**config.mk**
```make
export PLATFORM = sky130hd
export DESIGN_NAME = alu_mod_seq
export DESIGN_NICKNAME = d
export VERILOG_FILES = /design/src/rtl/alu_pkg.sv /design/src/rtl/alu_mod_seq.sv
export SDC_FILE = /design/constraint.sdc
export NUM_CORES = 1
export LEC_CHECK = 0
export BUFFER_PORTS_ARGS = -buffer_cell sky130_fd_sc_hd__buf_2
export CORE_ASPECT_RATIO = 0.9
export CORE_UTILIZATION = 51
export DETAILED_ROUTE_END_ITERATION = 8
export PLACE_DENSITY = 0.86
export SYNTH_ARGS = -nofsm -noshare
export SYNTH_HDL_FRONTEND = slang
export SYNTH_SLANG_ARGS = --single-unit
```
**constraint.sdc**
```tcl
create_clock -name clk_i -period 5.4 [get_ports clk_i]
set_input_delay 0.27 -clock clk_i [delete_from_list [all_inputs] [get_ports clk_i]]
set_output_delay 0.27 -clock clk_i [all_outputs]
set_load 0.005 [all_outputs]
```
**src/rtl/alu_pkg.sv**
```systemverilog
// Definitions shared by the ALU and the sequencers that drive it:
// datapath width, opcode encodings and flag bit positions.
package alu_pkg;

    localparam int unsigned ALU_N = 32;

    localparam logic [2:0] OP_ADD = 3'b000;
    localparam logic [2:0] OP_SUB = 3'b001;
    localparam logic [2:0] OP_AND = 3'b010;
    localparam logic [2:0] OP_OR  = 3'b011;
    localparam logic [2:0] OP_MOV = 3'b100;

    localparam int unsigned FLAG_N = 3;
    localparam int unsigned FLAG_Z = 2;
    localparam int unsigned FLAG_C = 1;
    localparam int unsigned FLAG_V = 0;

endpackage

```
**src/rtl/alu_mod_seq.sv**
```systemverilog
// Sequencer computing a mod m by repeated subtraction on the shared ALU.
// The remainder and the subtraction count are reported on completion or abort.
module alu_mod_seq
    import alu_pkg::*;
#(
    parameter int unsigned N = ALU_N
) (
    input  logic         clk_i,
    input  logic         rst_ni,
    input  logic         start_i,
    input  logic         abort_i,
    input  logic [N-1:0] a_i,
    input  logic [N-1:0] m_i,
    output logic         busy_o,
    output logic         done_o,
    output logic         err_o,
    output logic [N-1:0] result_o,
    output logic [N-1:0] quotient_o,
    output logic [2:0]   alu_opcode_o,
    output logic [N-1:0] alu_a_o,
    output logic [N-1:0] alu_b_o,
    input  logic [N-1:0] alu_result_i,
    input  logic [3:0]   alu_flags_i
);

    typedef enum logic [1:0] {
        S_IDLE = 2'b00,
        S_SUB  = 2'b01,
        S_DONE = 2'b10
    } state_e;

    state_e       state_q, state_d;
    logic [N-1:0] acc_q, acc_d;
    logic [N-1:0] mod_q, mod_d;
    logic [N-1:0] quot_q, quot_d;
    logic         err_q, err_d;
    logic         done_q;
    logic         busy_q;
    logic         no_borrow_s;
    logic         unused_flags_s;

    assign no_borrow_s    = alu_flags_i[FLAG_C];
    assign unused_flags_s = ^{alu_flags_i[FLAG_N], alu_flags_i[FLAG_Z], alu_flags_i[FLAG_V]};

    // Next-state and datapath update selection.
    always_comb begin
        state_d = state_q;
        acc_d   = acc_q;
        mod_d   = mod_q;
        quot_d  = quot_q;
        err_d   = err_q;
        case (state_q)
            S_IDLE: begin
                if (start_i && !abort_i) begin
                    acc_d  = a_i;
                    quot_d = {N{1'b0}};
                    if (m_i == {N{1'b0}}) begin
                        err_d   = 1'b1;
                        state_d = S_DONE;
                    end else begin
                        mod_d   = m_i;
                        err_d   = 1'b0;
                        state_d = S_SUB;
                    end
                end else begin
                    state_d = S_IDLE;
                end
            end
            S_SUB: begin
                // Abort wins over an in-flight subtraction: the partial values stay visible.
                if (abort_i) begin
                    state_d = S_IDLE;
                end else if (no_borrow_s) begin
                    acc_d  = alu_result_i;
                    quot_d = quot_q + N'(1);
                end else begin
                    state_d = S_DONE;
                end
            end
            S_DONE: begin
                state_d = S_IDLE;
            end
            default: begin
                state_d = S_IDLE;
            end
        endcase
    end

    // Control and datapath registers; status outputs are registered from the next state.
    always_ff @(posedge clk_i or negedge rst_ni) begin
        if (!rst_ni) begin
            state_q <= S_IDLE;
            acc_q   <= {N{1'b0}};
            mod_q   <= {N{1'b0}};
            quot_q  <= {N{1'b0}};
            err_q   <= 1'b0;
            done_q  <= 1'b0;
            busy_q  <= 1'b0;
        end else begin
            state_q <= state_d;
            acc_q   <= acc_d;
            mod_q   <= mod_d;
            quot_q  <= quot_d;
            err_q   <= err_d;
            done_q  <= (state_d == S_DONE);
            busy_q  <= (state_d != S_IDLE);
        end
    end

    // Shared-ALU drive: subtract only while iterating, otherwise a harmless MOV of zero.
    always_comb begin
        alu_opcode_o = OP_MOV;
        alu_a_o      = {N{1'b0}};
        alu_b_o      = {N{1'b0}};
        case (state_q)
            S_SUB: begin
                alu_opcode_o = OP_SUB;
                alu_a_o      = acc_q;
                alu_b_o      = mod_q;
            end
            default: begin
                alu_opcode_o = OP_MOV;
                alu_a_o      = {N{1'b0}};
                alu_b_o      = {N{1'b0}};
            end
        endcase
    end

    assign busy_o     = busy_q;
    assign done_o     = done_q;
    assign err_o      = err_q;
    assign result_o   = acc_q;
    assign quotient_o = quot_q;

endmodule

```
# [Word-level counts from Yosys, hierarchy flattened]
# Index checks and enable logic that the tools add are counted.
[op_classes] addsub=1 n_eq_ne=5 muxes=17 n_bitwise=1 n_reduce_logical=9
[ops] operator="32-bit 2-to-1 mux" count=8
[ops] operator="32-bit one-hot mux with 2 select lines" count=2
[ops] operator="32-bit by 1-bit adder with 32-bit output (second input constant)" count=1
[ops] operator="32-bit zero test" count=1
[ops] operator="2-bit 2-to-1 mux" count=4
[ops] operator="2-bit inequality test (second input constant)" count=3
[ops] operator="2-bit one-hot mux with 2 select lines" count=1
[ops] operator="4-bit AND reduction" count=1
[ops] operator="2-bit nonzero test" count=2
[ops] operator="3-bit 2-to-1 mux" count=1
[ops] operator="3-bit AND reduction" count=1
[ops] operator="2-bit by 1-bit == test with 1-bit output (second input constant)" count=1
[ops] operator="2-bit == test (second input constant)" count=1
[ops] operator="2-bit zero test" count=1
[ops] operator="2-bit AND reduction" count=1
[ops] operator="1-bit logical AND" count=1
[ops] operator="1-bit zero test" count=1
[ops] operator="1-bit 2-to-1 mux" count=1
[ops] operator="1-bit NOT" count=1
[totals] reg_bits=101 inputBits=104 output_inout_bits=134 elab_cells=40

# [Longest topological paths before layout]
[depth] depth_word=5 mapped_depth=6 depth_no_buf=5

# [Worst setup path before layout]
# Ideal clock, no wire load.
[synth_timing] path_kind="register to output" startpoint="register state_q[1]" endpoint="output alu_a_o[0]" arrival_time_ns=1.494 required_time_ns=5.130 setup_slack_ns=3.636 path_stages_with_launch=6 path_buffers=2 path_cell_list="dfrtp_1 nand2b_1 inv_2 clkbuf_1 clkbuf_1 and2_1"
[synth_via] elab_chain_len=2
[synth_lines] item="start, declared" line_no="alu_mod_seq.sv:32" text="state_e state_q, state_d;"
[synth_lines] item="start signal, assigned" line_no="alu_mod_seq.sv:100" text="state_q <= state_d;"
[synth_lines] item="2-bit by 1-bit == test with 1-bit output" line_no="alu_mod_seq.sv:115" text="case (state_q)"
[synth_lines] item="32-bit 2-to-1 mux" line_no="alu_mod_seq.sv:115"
[synth_lines] item="end, declared" line_no="alu_mod_seq.sv:20" text="output logic [N-1:0] alu_a_o,"
# Every way passes these cells.

# [Worst setup path after layout]
[layout_timing] startpoint="register state_q[1]" endpoint="output alu_a_o[25]"
# Same word-level chain as after synthesis.

==> impl_metrics.sql <==
INSERT INTO impl_metrics (metric_group, metric, value, unit) VALUES
('run_status', 'status', 'completed', ''),
('cells_and_area', 'areaGrowthSynthToFinish', '28.1', '%'),
('worst_setup_path', 'crit_arrival', '2.49', 'ns'),
('global_route', 'grt_first_pass_wirelength', '21.0', 'mm'),
('floorplan', 'die_y', '96.9', 'um'),
('cts', 'ctsLongestPathBuffers', '2', ''),
('timing', 'maxSlewHeadroom', '0.251', ''),
('global_route', 'antenna_found_initial', '0', ''),
('yosys', 'synth_cell_type_count', '43', ''),
('power_and_ir_drop', 'power.density', '278', 'mW/mm2'),
('yosys', 'synth_top_flop_cell', 'sky130_fd_sc_hd__dfrtp_1', ''),
('power_and_ir_drop', 'peakVddDrop', '0.193', 'mV'),
('power_and_ir_drop', 'portion_of_total_power_attributed_to_sequential_cells', '0.516', ''),
('cells_and_area', 'finish.net_count', '811', ''),
('place', 'routabilityCongestion', '0.931', ''),
('cts', 'cts_buffers', '9', ''),
('timing', 'timing.final.setup_violations', '0', ''),
('yosys', 'postSynth.asyncResetShare', '1.00', ''),
('timing', 'setup_tns', '0', 'ns'),
('cts', 'tritoncts', 'done', ''),
('cts', 'postCtsResizedCells', '0', ''),
('routing', 'detail_route.first_pass.iterations', '4', ''),
('routing', 'route.detailed.wl_per_inst', '15.7', 'um'),
('power_and_ir_drop', 'clock_power_share', '0.274', ''),
('place', 'port_buffers', '233', ''),
('job', 'max_cap_viol_count', '0', ''),
('floorplan', 'fp.coreArea', '0.00970', 'mm2'),
('global_route', 'grt_start_max_net_pins', '67', ''),
('hold_path', 'timing.hold.worst.class', 'primary input to register', ''),
('power_and_ir_drop', 'total_switching_power', '516', 'uW'),
('cells_and_area', 'drive_gt1_frac', '0.415', ''),
('power_and_ir_drop', 'total_power', '1820', 'uW'),
('yosys', 'ys_seq_area_frac', '0.495', ''),
('timing', 'timing_max_transition_violations_final', '0', ''),
('worst_setup_path', 'critical_path_required', '5.13', 'ns'),
('worst_setup_path', 'critPathMaxFanout', '53', ''),
('power_and_ir_drop', 'power.combinational.fraction', '0.210', ''),
('cts', 'htree_num_levels', '3', ''),
('timing', 'period_needed', '2.76', 'ns'),
('floorplan', 'die_w', '107', 'um'),
('cells_and_area', 'insertedDiodeCount', '0', ''),
('yosys', 'number_of_standard_cells_after_synthesis', '491', ''),
('cts', 'clock_tree.root_cell', 'sky130_fd_sc_hd__clkbuf_8', ''),
('yosys', 'number_of_warnings_issued_by_yosys', '0', ''),
('routing', 'antenna_left', '0', ''),
('global_route', 'grt.total_usage', '0.255', ''),
('routing', 'vias_per_cell', '5.37', ''),
('yosys', 'syn-cell-area', '0.00510', 'mm2'),
('floorplan', 'design.die.area', '0.0104', 'mm2'),
('timing', 'fmaxAchievable', '362', 'MHz'),
('worst_setup_path', 'cpMaxStageDelayCell', 'sky130_fd_sc_hd__inv_2', ''),
('worst_setup_path', 'crit_chain', 'nand2b_1, inv_2, buf_4, and2_1, buf_2', ''),
('cts', 'cts.clk_slew.worst_paths', '0.10', 'ns'),
('worst_setup_path', 'critical_path.endpoint_type', 'output port', ''),
('routing', 'drt_iter0_markers', '232', ''),
('yosys', 'avgSynthCellArea', '10.4', 'um2'),
('worst_setup_path', 'critical_path.top_delay_family', 'buffers and inverters', ''),
('floorplan', 'floorplan.initialDensity', '0.526', ''),
('global_route', 'first_global_vias', '4405', ''),
('timing', 'grt_setup_unrepaired', 'false', ''),
('routing', 'post-route-drc-count', '0', ''),
('global_route', 'residual_overflow_from_global_routing', '0', ''),
('timing', 'finalCritPeriodShare', '0.512', ''),
('floorplan', 'core.rowCount', '34', ''),
('cts', 'clock_sinks', '101', ''),
('yosys', 'ys_ff_latch', '101', ''),
('worst_setup_path', 'number_of_buffer_and_inverter_stages_on_the_critical_path', '3', ''),
('yosys', 'synth_nets', '596', ''),
('place', 'dp_hpwl', '9.79', 'mm'),
('worst_setup_path', 'start_kind', 'register', ''),
('floorplan', 'pin_count', '238', '');
## metrics by stage
stage               instance area [um2]  cells  setup WS (ns)  utilization
global placement                   6320    820           2.77        0.652
detailed placement                 6320    820           2.70        0.652
CTS                                6540    837           2.60        0.674
global route                       6540    837           2.40        0.674
floorplan                          5100    491           3.64            -
finish                             6540    837           2.64        0.674
## worst paths after layout
path,end,depth (start not counted),slack [ns],from
worst max-delay path,alu_a_o[25],5,2.64,state_q[1]
worst min-delay path,state_q[1],2,0.15,alu_flags_i[1]
max in group asynchronous,mod_q[0],3,3.80,rst_ni
worst min register to register,err_o,1,0.49,err_o
min in group asynchronous,quotient_o[19],2,0.39,rst_ni
worst max register to register,quotient_o[27],4,2.66,state_q[0]
## layout make-up
cell class / instances / area (um2) / area share
Clock buffer: 11 / 151 / 0.0231
Clock inverter: 5 / 58.8 / 0.00899
Inverter: 4 / 15.0 / 0.00230
Multi-Input combinational cell: 352 / 2420 / 0.370
Sequential cell: 101 / 2530 / 0.386
Tap cell: 126 / 158 / 0.0241
Timing Repair Buffer: 238 / 1210 / 0.185
## per-layer routing
metal  vias to the layer above  share of wire  global-route usage
li1                       2176              -                   -
met1                      2114           0.42               0.323
met2                       181           0.49               0.429
met3                        26          0.066              0.0553
met4                         0          0.023              0.0864
met5                         -              0                   0
## cells in the final DEF (no fill, tap or decap), drive strengths merged, types with 5 or more instances in the layout
master / synthesis / routed
mux2i: 35 / 35
nand3: 6 / 6
nand4: 8 / 8
buf: 11 / 237
and2: 66 / 66
or3: 5 / 5
and3: 8 / 8
nor4: 9 / 9
o211ai: 5 / 5
mux2: 32 / 32
nor2: 9 / 9
clkbuf: 23 / 11
xor2: 6 / 6
nand2: 47 / 47
dfrtp: 101 / 101
nand2b: 5 / 5
a21oi: 19 / 19
or4: 14 / 14
o21ai: 41 / 41
o31ai: 14 / 14
## cell families after synthesis
family	share of synthesized area
AND/OR/NAND/NOR	0.211
flip-flops	0.495
AO/OA/AOI/OAI	0.107
multiplexers	0.139
buffers and inverters	0.0326
XOR/XNOR	0.0120
adder cells (fa/ha/maj)	0.00245
other	0.000735
## registers in the layout, summed over array words and instances, names as in the netlist
register    cells
mod_q          32
quotient_o     32
result_o       32
state_q         2
busy_o          1
done_o          1
err_o           1
## what timing repair did
action                    4_1_cts  5_1_grt
hold buffers                    1        0
hold endpoints to repair       37        0
setup buffers                   0        0
## power by group through the flow
stage	registers, uW	logic [uW]	clock network (uW)
2_1_floorplan	939	192	0
3_3_place_gp	945	372	0
3_5_place_dp	953	387	0
4_1_cts	939	388	508
5_1_grt	954	427	542
6_report	939	382	499
## cells in the mapped netlist (2+ instances only)
master / count / area [um2]
sky130_fd_sc_hd__and2_1: 66 / 413
sky130_fd_sc_hd__inv_1: 3 / 11.3
sky130_fd_sc_hd__dfrtp_1: 101 / 2530
sky130_fd_sc_hd__nand2b_1: 5 / 31.3
sky130_fd_sc_hd__buf_1: 2 / 7.51
sky130_fd_sc_hd__mux2_2: 32 / 360
sky130_fd_sc_hd__o2111ai_1: 2 / 17.5
sky130_fd_sc_hd__or3_1: 5 / 31.3
sky130_fd_sc_hd__clkbuf_1: 22 / 82.6
sky130_fd_sc_hd__mux2i_1: 35 / 350
sky130_fd_sc_hd__o2111ai_2: 2 / 30.0
sky130_fd_sc_hd__xor2_1: 6 / 52.6
sky130_fd_sc_hd__and3_1: 8 / 50.1
sky130_fd_sc_hd__a21oi_1: 19 / 95.1
sky130_fd_sc_hd__o21ai_0: 38 / 190
sky130_fd_sc_hd__nand4_1: 8 / 50.1
sky130_fd_sc_hd__o21ai_1: 3 / 15.0
sky130_fd_sc_hd__nor2_1: 9 / 33.8
sky130_fd_sc_hd__o211ai_1: 3 / 22.5
sky130_fd_sc_hd__o21a_1: 2 / 15.0
sky130_fd_sc_hd__buf_2: 6 / 30.0
sky130_fd_sc_hd__nor4_1: 9 / 56.3
sky130_fd_sc_hd__nand2_1: 47 / 176
sky130_fd_sc_hd__nor3_1: 4 / 20.0
sky130_fd_sc_hd__buf_4: 2 / 15.0
sky130_fd_sc_hd__nand3_1: 6 / 30.0
sky130_fd_sc_hd__o211ai_2: 2 / 25.0
sky130_fd_sc_hd__and4_1: 2 / 17.5
sky130_fd_sc_hd__o21bai_1: 2 / 15.0
sky130_fd_sc_hd__or4_1: 14 / 105
sky130_fd_sc_hd__o31ai_1: 14 / 105
Power figures use the tool's default switching activity.
